## src/rtl/alu_ctrl_pkg.sv

```systemverilog
// ---------------------------------------------------------------------------
// alu_ctrl_pkg
//   Shared constants for the multicycle ALU controller: opcode / opext
//   encodings, ALU control words, FSM state type and a small helper that maps
//   an instruction code onto its ALU control word.
// ---------------------------------------------------------------------------
package alu_ctrl_pkg;

   // op = OP_REG selects the register forms; the function code is in opext.
   // Every other legal op is an immediate form that reuses the same codes.
   localparam logic [3:0] OP_REG   = 4'h0;
   localparam logic [3:0] CODE_AND = 4'h1;
   localparam logic [3:0] CODE_OR  = 4'h2;
   localparam logic [3:0] CODE_ADD = 4'h5;
   localparam logic [3:0] CODE_SUB = 4'h9;
   localparam logic [3:0] CODE_SLT = 4'hB;

   // alucont[2] inverts b and sets carry-in; [1:0] selects the result.
   localparam logic [2:0] ALUCONT_AND = 3'b000;
   localparam logic [2:0] ALUCONT_OR  = 3'b001;
   localparam logic [2:0] ALUCONT_ADD = 3'b010;
   localparam logic [2:0] ALUCONT_SUB = 3'b110;
   localparam logic [2:0] ALUCONT_SLT = 3'b111;

   typedef enum logic [1:0] {
      IDLE      = 2'd0,
      DECODE    = 2'd1,
      EXECUTE   = 2'd2,
      WRITEBACK = 2'd3
   } state_t;

   // Maps a function code onto {legal, alucont}. Unknown codes return
   // legal = 0 with alucont = AND so the control word is never X.
   function automatic logic [3:0] code_to_alucont(input logic [3:0] code);
      logic [3:0] res;
      case (code)
         CODE_AND: res = {1'b1, ALUCONT_AND};
         CODE_OR:  res = {1'b1, ALUCONT_OR};
         CODE_ADD: res = {1'b1, ALUCONT_ADD};
         CODE_SUB: res = {1'b1, ALUCONT_SUB};
         CODE_SLT: res = {1'b1, ALUCONT_SLT};
         default:  res = {1'b0, ALUCONT_AND};
      endcase
      return res;
   endfunction

endpackage

```

## src/rtl/alu_decode.sv

```systemverilog
// ---------------------------------------------------------------------------
// alu_decode
//   Purely combinational instruction decoder. Takes the opcode, opext and
//   low byte of the instruction register and produces the ALU control word,
//   the b-operand select, the extended immediate and a legality flag.
// Ports
//   i_op         op field   [15:12]
//   i_opext      opext field [7:4]
//   i_imm8       immediate field [7:0]
//   o_alucont    ALU control word
//   o_alusrc_imm 1 = b operand is the immediate
//   o_imm        immediate extended to WIDTH
//   o_legal      encoding is defined
// ---------------------------------------------------------------------------
module alu_decode
   import alu_ctrl_pkg::*;
#(
   parameter int WIDTH = 16
) (
   input  logic [3:0]       i_op,
   input  logic [3:0]       i_opext,
   input  logic [7:0]       i_imm8,
   output logic [2:0]       o_alucont,
   output logic             o_alusrc_imm,
   output logic [WIDTH-1:0] o_imm,
   output logic             o_legal
);

   logic [3:0]       w_code;
   logic [3:0]       w_map;
   logic             w_is_imm;
   logic [WIDTH-1:0] w_imm_zext;
   logic [WIDTH-1:0] w_imm_sext;

   // Register forms carry the function in opext, immediate forms in op.
   assign w_is_imm   = (i_op != OP_REG);
   assign w_code     = w_is_imm ? i_op : i_opext;
   assign w_map      = code_to_alucont(w_code);
   assign w_imm_zext = {{(WIDTH-8){1'b0}}, i_imm8};
   assign w_imm_sext = {{(WIDTH-8){i_imm8[7]}}, i_imm8};

   always_comb begin
      o_legal      = w_map[3];
      o_alucont    = w_map[2:0];
      o_alusrc_imm = w_is_imm;
      o_imm        = '0;
      if (w_is_imm) begin
         // Logical immediates are zero-extended, arithmetic ones sign-extended.
         if (w_code == CODE_AND || w_code == CODE_OR)
            o_imm = w_imm_zext;
         else
            o_imm = w_imm_sext;
      end
   end

endmodule

```

## src/rtl/alu_controller.sv

```systemverilog
// ---------------------------------------------------------------------------
// alu_controller
//   Multicycle control FSM for the 16-bit ALU datapath. Accepts one
//   instruction per valid/ready handshake, latches it into IR, then walks
//   DECODE -> EXECUTE -> WRITEBACK and pulses regwrite/done. Undefined
//   encodings leave DECODE straight back to IDLE with an illegal/done pulse.
//   Outputs depend only on state and IR, so nothing combinational runs from
//   i_instr to any output.
// Ports
//   i_clk, i_reset       clock; asynchronous active-low reset
//   i_instr_valid/i_instr  instruction handshake input
//   o_instr_ready        high only in IDLE
//   o_ra1/o_ra2          register-file read addresses (rdest / rsrc)
//   o_alucont            ALU control word
//   o_alusrc_imm/o_imm   b-operand select and extended immediate
//   o_regwrite/o_wa      write-back strobe and address
//   o_done/o_illegal     completion pulses
// ---------------------------------------------------------------------------
module alu_controller
   import alu_ctrl_pkg::*;
#(
   parameter int WIDTH = 16,
   parameter int RADDR = 4
) (
   input  logic             i_clk,
   input  logic             i_reset,
   input  logic             i_instr_valid,
   input  logic [15:0]      i_instr,
   output logic             o_instr_ready,
   output logic [RADDR-1:0] o_ra1,
   output logic [RADDR-1:0] o_ra2,
   output logic [2:0]       o_alucont,
   output logic             o_alusrc_imm,
   output logic [WIDTH-1:0] o_imm,
   output logic             o_regwrite,
   output logic [RADDR-1:0] o_wa,
   output logic             o_done,
   output logic             o_illegal
);

   state_t           r_state;
   logic [15:0]      r_ir;

   logic [2:0]       w_alucont;
   logic             w_alusrc_imm;
   logic [WIDTH-1:0] w_imm;
   logic             w_legal;
   logic [RADDR-1:0] w_rdest;
   logic [RADDR-1:0] w_rsrc;

   assign w_rdest = RADDR'(r_ir[11:8]);
   assign w_rsrc  = RADDR'(r_ir[3:0]);

   alu_decode #(.WIDTH(WIDTH)) u_decode (
      .i_op         (r_ir[15:12]),
      .i_opext      (r_ir[7:4]),
      .i_imm8       (r_ir[7:0]),
      .o_alucont    (w_alucont),
      .o_alusrc_imm (w_alusrc_imm),
      .o_imm        (w_imm),
      .o_legal      (w_legal)
   );

   // Sequencer. IR only loads in IDLE, so instr is ignored while busy and a
   // held instr_valid yields exactly one accept per IDLE visit.
   always_ff @(posedge i_clk or negedge i_reset) begin
      if (!i_reset) begin
         r_state <= IDLE;
         r_ir    <= '0;
      end else begin
         case (r_state)
            IDLE: begin
               if (i_instr_valid) begin
                  r_ir    <= i_instr;
                  r_state <= DECODE;
               end
            end
            DECODE:    r_state <= w_legal ? EXECUTE : IDLE;
            EXECUTE:   r_state <= WRITEBACK;
            WRITEBACK: r_state <= IDLE;
            default:   r_state <= IDLE;
         endcase
      end
   end

   // Moore output decode. Everything idles at the reset values in IDLE;
   // addresses come up in DECODE and stay put through WRITEBACK, the ALU
   // controls come up in EXECUTE and are held through WRITEBACK.
   always_comb begin
      o_instr_ready = 1'b0;
      o_ra1         = '0;
      o_ra2         = '0;
      o_wa          = '0;
      o_alucont     = '0;
      o_alusrc_imm  = 1'b0;
      o_imm         = '0;
      o_regwrite    = 1'b0;
      o_done        = 1'b0;
      o_illegal     = 1'b0;
      case (r_state)
         IDLE: o_instr_ready = 1'b1;
         DECODE: begin
            o_ra1     = w_rdest;
            o_ra2     = w_rsrc;
            o_wa      = w_rdest;
            o_illegal = !w_legal;
            o_done    = !w_legal;
         end
         EXECUTE, WRITEBACK: begin
            o_ra1        = w_rdest;
            o_ra2        = w_rsrc;
            o_wa         = w_rdest;
            o_alucont    = w_alucont;
            o_alusrc_imm = w_alusrc_imm;
            o_imm        = w_imm;
            // Only legal instructions reach here, so regwrite and illegal
            // can never coincide.
            o_regwrite   = (r_state == WRITEBACK);
            o_done       = (r_state == WRITEBACK);
         end
         default: o_instr_ready = 1'b0;
      endcase
   end

endmodule

```

## config.mk

```make
export PLATFORM = sky130hd
export DESIGN_NAME = alu_controller
export DESIGN_NICKNAME = d
export VERILOG_FILES = /design/src/rtl/alu_ctrl_pkg.sv /design/src/rtl/alu_decode.sv /design/src/rtl/alu_controller.sv
export SDC_FILE = /design/constraint.sdc
export NUM_CORES = 1
export LEC_CHECK = 0
export BUFFER_PORTS_ARGS = -buffer_cell sky130_fd_sc_hd__buf_2
export CORE_MARGIN = 5
export CORE_UTILIZATION = 45
export CTS_CLUSTER_SIZE = 16
export DETAILED_ROUTE_END_ITERATION = 6
export GPL_ROUTABILITY_DRIVEN = 0
export HOLD_SLACK_MARGIN = 0.1
export PLACE_DENSITY_LB_ADDON = 0.1
export SLEW_MARGIN = 20
export SYNTH_ARGS = -nofsm -noshare
export SYNTH_HDL_FRONTEND = slang
export SYNTH_SLANG_ARGS = --single-unit
```

## constraint.sdc

```tcl
create_clock -name i_clk -period 1.9 [get_ports i_clk]
set_clock_uncertainty 0.05 [all_clocks]
set_input_delay 0 -clock i_clk [delete_from_list [all_inputs] [get_ports i_clk]]
set_output_delay 0 -clock i_clk [all_outputs]
set_load 0.02 [all_outputs]
```

Yosys cells after proc, flatten, opt, wreduce, memory -nomap -nowiden
Index checks and enable logic that the tools add are counted.

cells by class
  bitwise logic cells = 0
  reduce and logical (&&, ||, !) cells = 7
  muxes and demuxes = 16
  equal/unequal tests = 9
  shifts and indexed selects = 0
  add/sub/neg operators = 0
  multipliers = 0
  magnitude comparators = 0
  div/mod/pow operators = 0

operators with widths
  kind                count
  $mux 16             3
  $pmux 4 s5          1
  $mux 4              3
  $eq 4x4->1 const B  2
  $pmux 2 s4          1
  $eq 2x2->1 const B  2
  $eq 4x1->1 const B  1
  $eq 4x2->1 const B  1
  $eq 4x3->1 const B  1
  $mux 1              4
  $mux 2              2
  $reduce_bool 4->1   1
  $mux 3              1
  $reduce_or 3->1     1
  $eq 2x1->1 const B  1
  $logic_not 2->1     1
  $ne 2x2->1 const B  1
  $pmux 1 s2          1
  $reduce_and 2->1    1
  $reduce_or 2->1     1
  $logic_not 1->1     1
  $logic_or 1x1->1    1

word-level totals
  latch bits = 0
  output and inout bits = 36
  bits in read-only memories = 0
  register bits = 18
  bits of input ports = 19
  memories kept = 0
  RAM bits = 0
  word-level logic and storage cells = 34

Logic depth before layout (Yosys ltp)
  depth in word-level cells = 7
  mapped depth = 6
  gate-level depth less buffers = 4

Cells and area by module
Synthesis repeated with hierarchy kept, for this count alone.

second synthesis, totals
  cells, all modules = 121
  area total of the unflattened synthesis = 1290.0 µm²

modules (own cells, without submodules)
  module          sequential area each (µm²)  area an instance (µm²)  times used  cells an instance
  alu_controller  450.4                       991.0                   1           81
  alu_decode      0.0                         299.0                   1           40

Worst setup path before layout
OpenSTA, ideal clock, no wires.

  path kind = flip-flop to output port
  start = register r_ir[15]
  end = output o_imm[10]
  path buffers = 1
  data arrival time = 2.592 ns
  required time = 1.850 ns
  path slack = -0.742 ns
  stages on the path, launching flop included = 6
  cells stage by stage = dfrtp_1 nor2_1 a21boi_1 and2_1 a21boi_0 buf_4

between the ends
  word-level cells in the longest chain between the ends = 7
  elaborated cells on any way between the ends = 8
  those cells by class = eq/ne: 2; mux: 4; reduce/logical: 2

ends and longest elaborated chain
  element                                          line                   RTL
  start: declaration                               alu_controller.sv:42   logic [15:0] r_ir;
  start signal: assignment                         alu_controller.sv:74   r_ir <= i_instr;
  $reduce_bool 4->1                                alu_decode.sv:36       assign w_is_imm = (i_op != OP_REG);
  $mux 4                                           alu_decode.sv:37       assign w_code = w_is_imm ? i_op : i_opext;
  $eq 4x1->1 / $eq 4x2->1 (equally long branches)  alu_decode.sv:49       if (w_code == CODE_AND || w_code == CODE_OR)
  $logic_or 1x1->1                                 alu_decode.sv:49
  $mux 16                                          alu_decode.sv:49
  $mux 16 (*)                                      alu_decode.sv:47       if (w_is_imm) begin
  $mux 16 (*)                                      alu_controller.sv:100  case (r_state)
  end: declaration                                 alu_controller.sv:34   output logic [WIDTH-1:0] o_imm,

Mark *: on every way between the ends. The rest lies on a longest branch, timed or not.

Worst setup path after layout
  start = register r_ir[12]
  end = output o_illegal

between the ends
  word-level cells in the longest chain between the ends = 6
  elaborated cells on any way between the ends = 10
  those cells by class = eq/ne: 5; mux: 3; reduce/logical: 2

ends and longest elaborated chain
  element                                   line                   RTL
  $reduce_bool 4->1                         alu_decode.sv:36
  $mux 4 (*)                                alu_decode.sv:37
  $eq 4x4->1, or another cell as far along  alu_ctrl_pkg.sv:36     case (code)
  $pmux 4 s5 (*)                            alu_ctrl_pkg.sv:36
  $logic_not 1->1 (*)                       alu_controller.sv:106  o_illegal = !w_legal;
  $mux 1 (*)                                alu_controller.sv:100
  end: declaration                          alu_controller.sv:38   output logic o_illegal

Marked as above.

==> impl_metrics.json <==
{
  "synth_top_area_share": 0.4162,
  "clockBufferDepth": 2,
  "clkTransAtPathRegs_ns": 0.10,
  "power_density_mw_per_mm2": 1989,
  "placedInstanceArea_mm2": 0.001336,
  "grt.total_usage": 0.1685,
  "r2r_slack_ns": 0.13,
  "dieArea_mm2": 0.003486,
  "first_iter_violations": 13,
  "final_area_mm2": 0.001794,
  "critPathKind": "flop to primary output",
  "n_antenna_cell": 0,
  "synth_seq_cells": 18,
  "grt_max_degree": 19,
  "required_ns": 1.85,
  "drc_errors": 0,
  "max_cap_viol_count": 0,
  "fin_crit_ns": 2.040,
  "ios": 55,
  "antenna_found_initial": 0,
  "hp-class": "input pin to asynchronous set/reset pin",
  "crit_arrival_ns": 1.99,
  "htreeDepth": 1,
  "num_vias": 1037,
  "ant_nets": 0,
  "ir_worst_vdd_v": 0.001272,
  "avgRoutedWirePerCell_um": 14.93,
  "setup_viol": 4,
  "num_rows": 17,
  "postLayoutCoreUtil": 0.7958,
  "port_buffers": 54,
  "cts_made_buffers": 3,
  "timing.rr.start": "r_ir[12]",
  "fp.coreArea_mm2": 0.002255,
  "cp-start-kind": "flop",
  "dp_cells": 176,
  "yosys.cell_types.count": 29,
  "area_growth_pct": 65.78,
  "syn_nets": 122,
  "syn_area_mm2": 0.001082,
  "dpl.hpwl_um": 1917,
  "synth.area.top_cells": "dfrtp_1 42%, mux2_2 15%, buf_4 7.6%",
  "cts_root_buf": "clkbuf_4",
  "fmax_mhz": 490.2,
  "synth_top_area_cell": "dfrtp_1",
  "final_nets": 200,
  "reg2reg_depth": 5,
  "drv_slew": 0,
  "dr.pass1.iters": 2,
  "gr-total-overflow": 0,
  "async_flop_share": 1.000,
  "crit_path_max_fanout": 6,
  "grt_pass1_wl_um": 4526,
  "synth_commonest_cells": "18 x dfrtp_1, 14 x mux2_2, 11 x and2_1, 11 x buf_4, 10 x nor2b_1",
  "worst_skew_pair.late_latency_ns": 0.29,
  "grt_pass1_vias": 1021,
  "pre_cts_slack_ns": 0.1286,
  "die_h_um": 59.04,
  "drive_above_1_share": 0.5922,
  "synth_edf_count": 0,
  "vias_per_cell": 5.010,
  "cts_tree": "built",
  "maxSlewHeadroom": 0.7264,
  "layout.cells.non_filler": 207,
  "syn_avg_cell_area_um2": 10.51,
  "hold_violations": 0,
  "failed_checks": "negative setup slack",
  "clock-sinks": 18,
  "end_kind": "primary output",
  "ys.warnings.count": 0,
  "initial_core_util": 0.4800,
  "synth-main-ff-cell": "dfrtp_1",
  "netlist_instances": 103,
  "yosysMostFrequentCell": "dfrtp_1",
  "tightestPinTransition_ns": 0.4104,
  "rsz0062_at_grt": "true",
  "wirelength_um": 3091,
  "tns_ns": -0.3484,
  "ys_seq_area_frac": 0.4162,
  "timing.final.ws_setup_ns": -0.1399,
  "run_status": "finished, violations left",
  "dieWidth_um": 59.04,
  "period_share": 1.074,
  "leakagePower_uw": 0.0008507
}
cells in the final DEF (no fill, tap or decap), types with 2 or more instances in the layout:
cell type / n
buf_2: 42
mux2_2: 14
nor4b_4: 2
nor2b_1: 10
dlygate4sd3_1: 18
and2_1: 11
and4_1: 2
inv_1: 2
buf_4: 15
nor2_1: 5
nand2_1: 2
dfrtp_1: 14
clkbuf_4: 3
o21ai_0: 3
or2_4: 2
buf_6: 11
dfrtp_2: 4
worst max path at each step:
stage | from | cells after the start | end
2_1_floorplan | r_ir[15] | 5 | o_imm[10]
3_3_place_gp | r_ir[7] | 6 | o_done
3_5_place_dp | r_ir[12] | 5 | o_illegal
4_1_cts | r_ir[13] | 5 | o_done
5_1_grt | r_ir[14] | 5 | o_done
6_report | r_ir[12] | 5 | o_illegal
critical path, stage by stage, from the launching register on:
cell	delay (ns)
dfrtp_2	0.48
or4b_4	0.54
o211ai_1	0.19
or2_4	0.19
and4_1	0.18
buf_6	0.12
cells by family after synthesis:
| group | synth area share |
|---|---|
| DFF | 0.4162 |
| xor gates and xnor gates | 0.01619 |
| muxes | 0.1457 |
| and+or+nand+nor | 0.2439 |
| AOI/OAI and AO/OA | 0.08209 |
| buffers and inverters | 0.09595 |
power breakdown:
group	total, uW	internal, uW	switching (uW)
Combinational	2540	1260	1290
Clock	189	73.6	116
Sequential	837	587	249
cell type report:
type	instances	area, um^2
Tap cell	28	35.03
Timing Repair Buffer	87	646.9
Clock buffer	3	22.52
Fill cell	146	460.4
Sequential cell	18	455.4
Inverter	2	7.507
Multi-Input combinational cell	69	626.9
registers in the layout (all words and copies together), names as in the netlist, named ones only:
signal	flops
r_ir	16
r_state	1
per-layer routing:
| metal | vias up | GRT usage | share of wire |
|---|---|---|---|
| li1 | 497 | - | - |
| met1 | 492 | 0.1954 | 0.37 |
| met2 | 38 | 0.3028 | 0.53 |
| met3 | 10 | 0.03268 | 0.063 |
| met4 | 0 | 0.06472 | 0.029 |
| met5 | - | 0 | 0 |
what timing repair did:
item / in CTS / in global routing
setup endpoints to repair: 12 / 12
gates cloned: 0 / 0
setup buffers: 4 / 7
hold buffers: 18 / 0
gates resized for setup: 17 / 26
pin swaps: 7 / 5
endpoints found under the hold margin: 35 / 0
through the flow:
stage               power, uW  hold slack [ns]
detailed placement       2717         -0.09093
global placement         2679         -0.09850
global route             3818           0.1427
finish                   3569           0.1240
floorplan                2256          -0.3456
CTS                      3166           0.1157
Note: power is estimated with default switching activity, not from simulation.
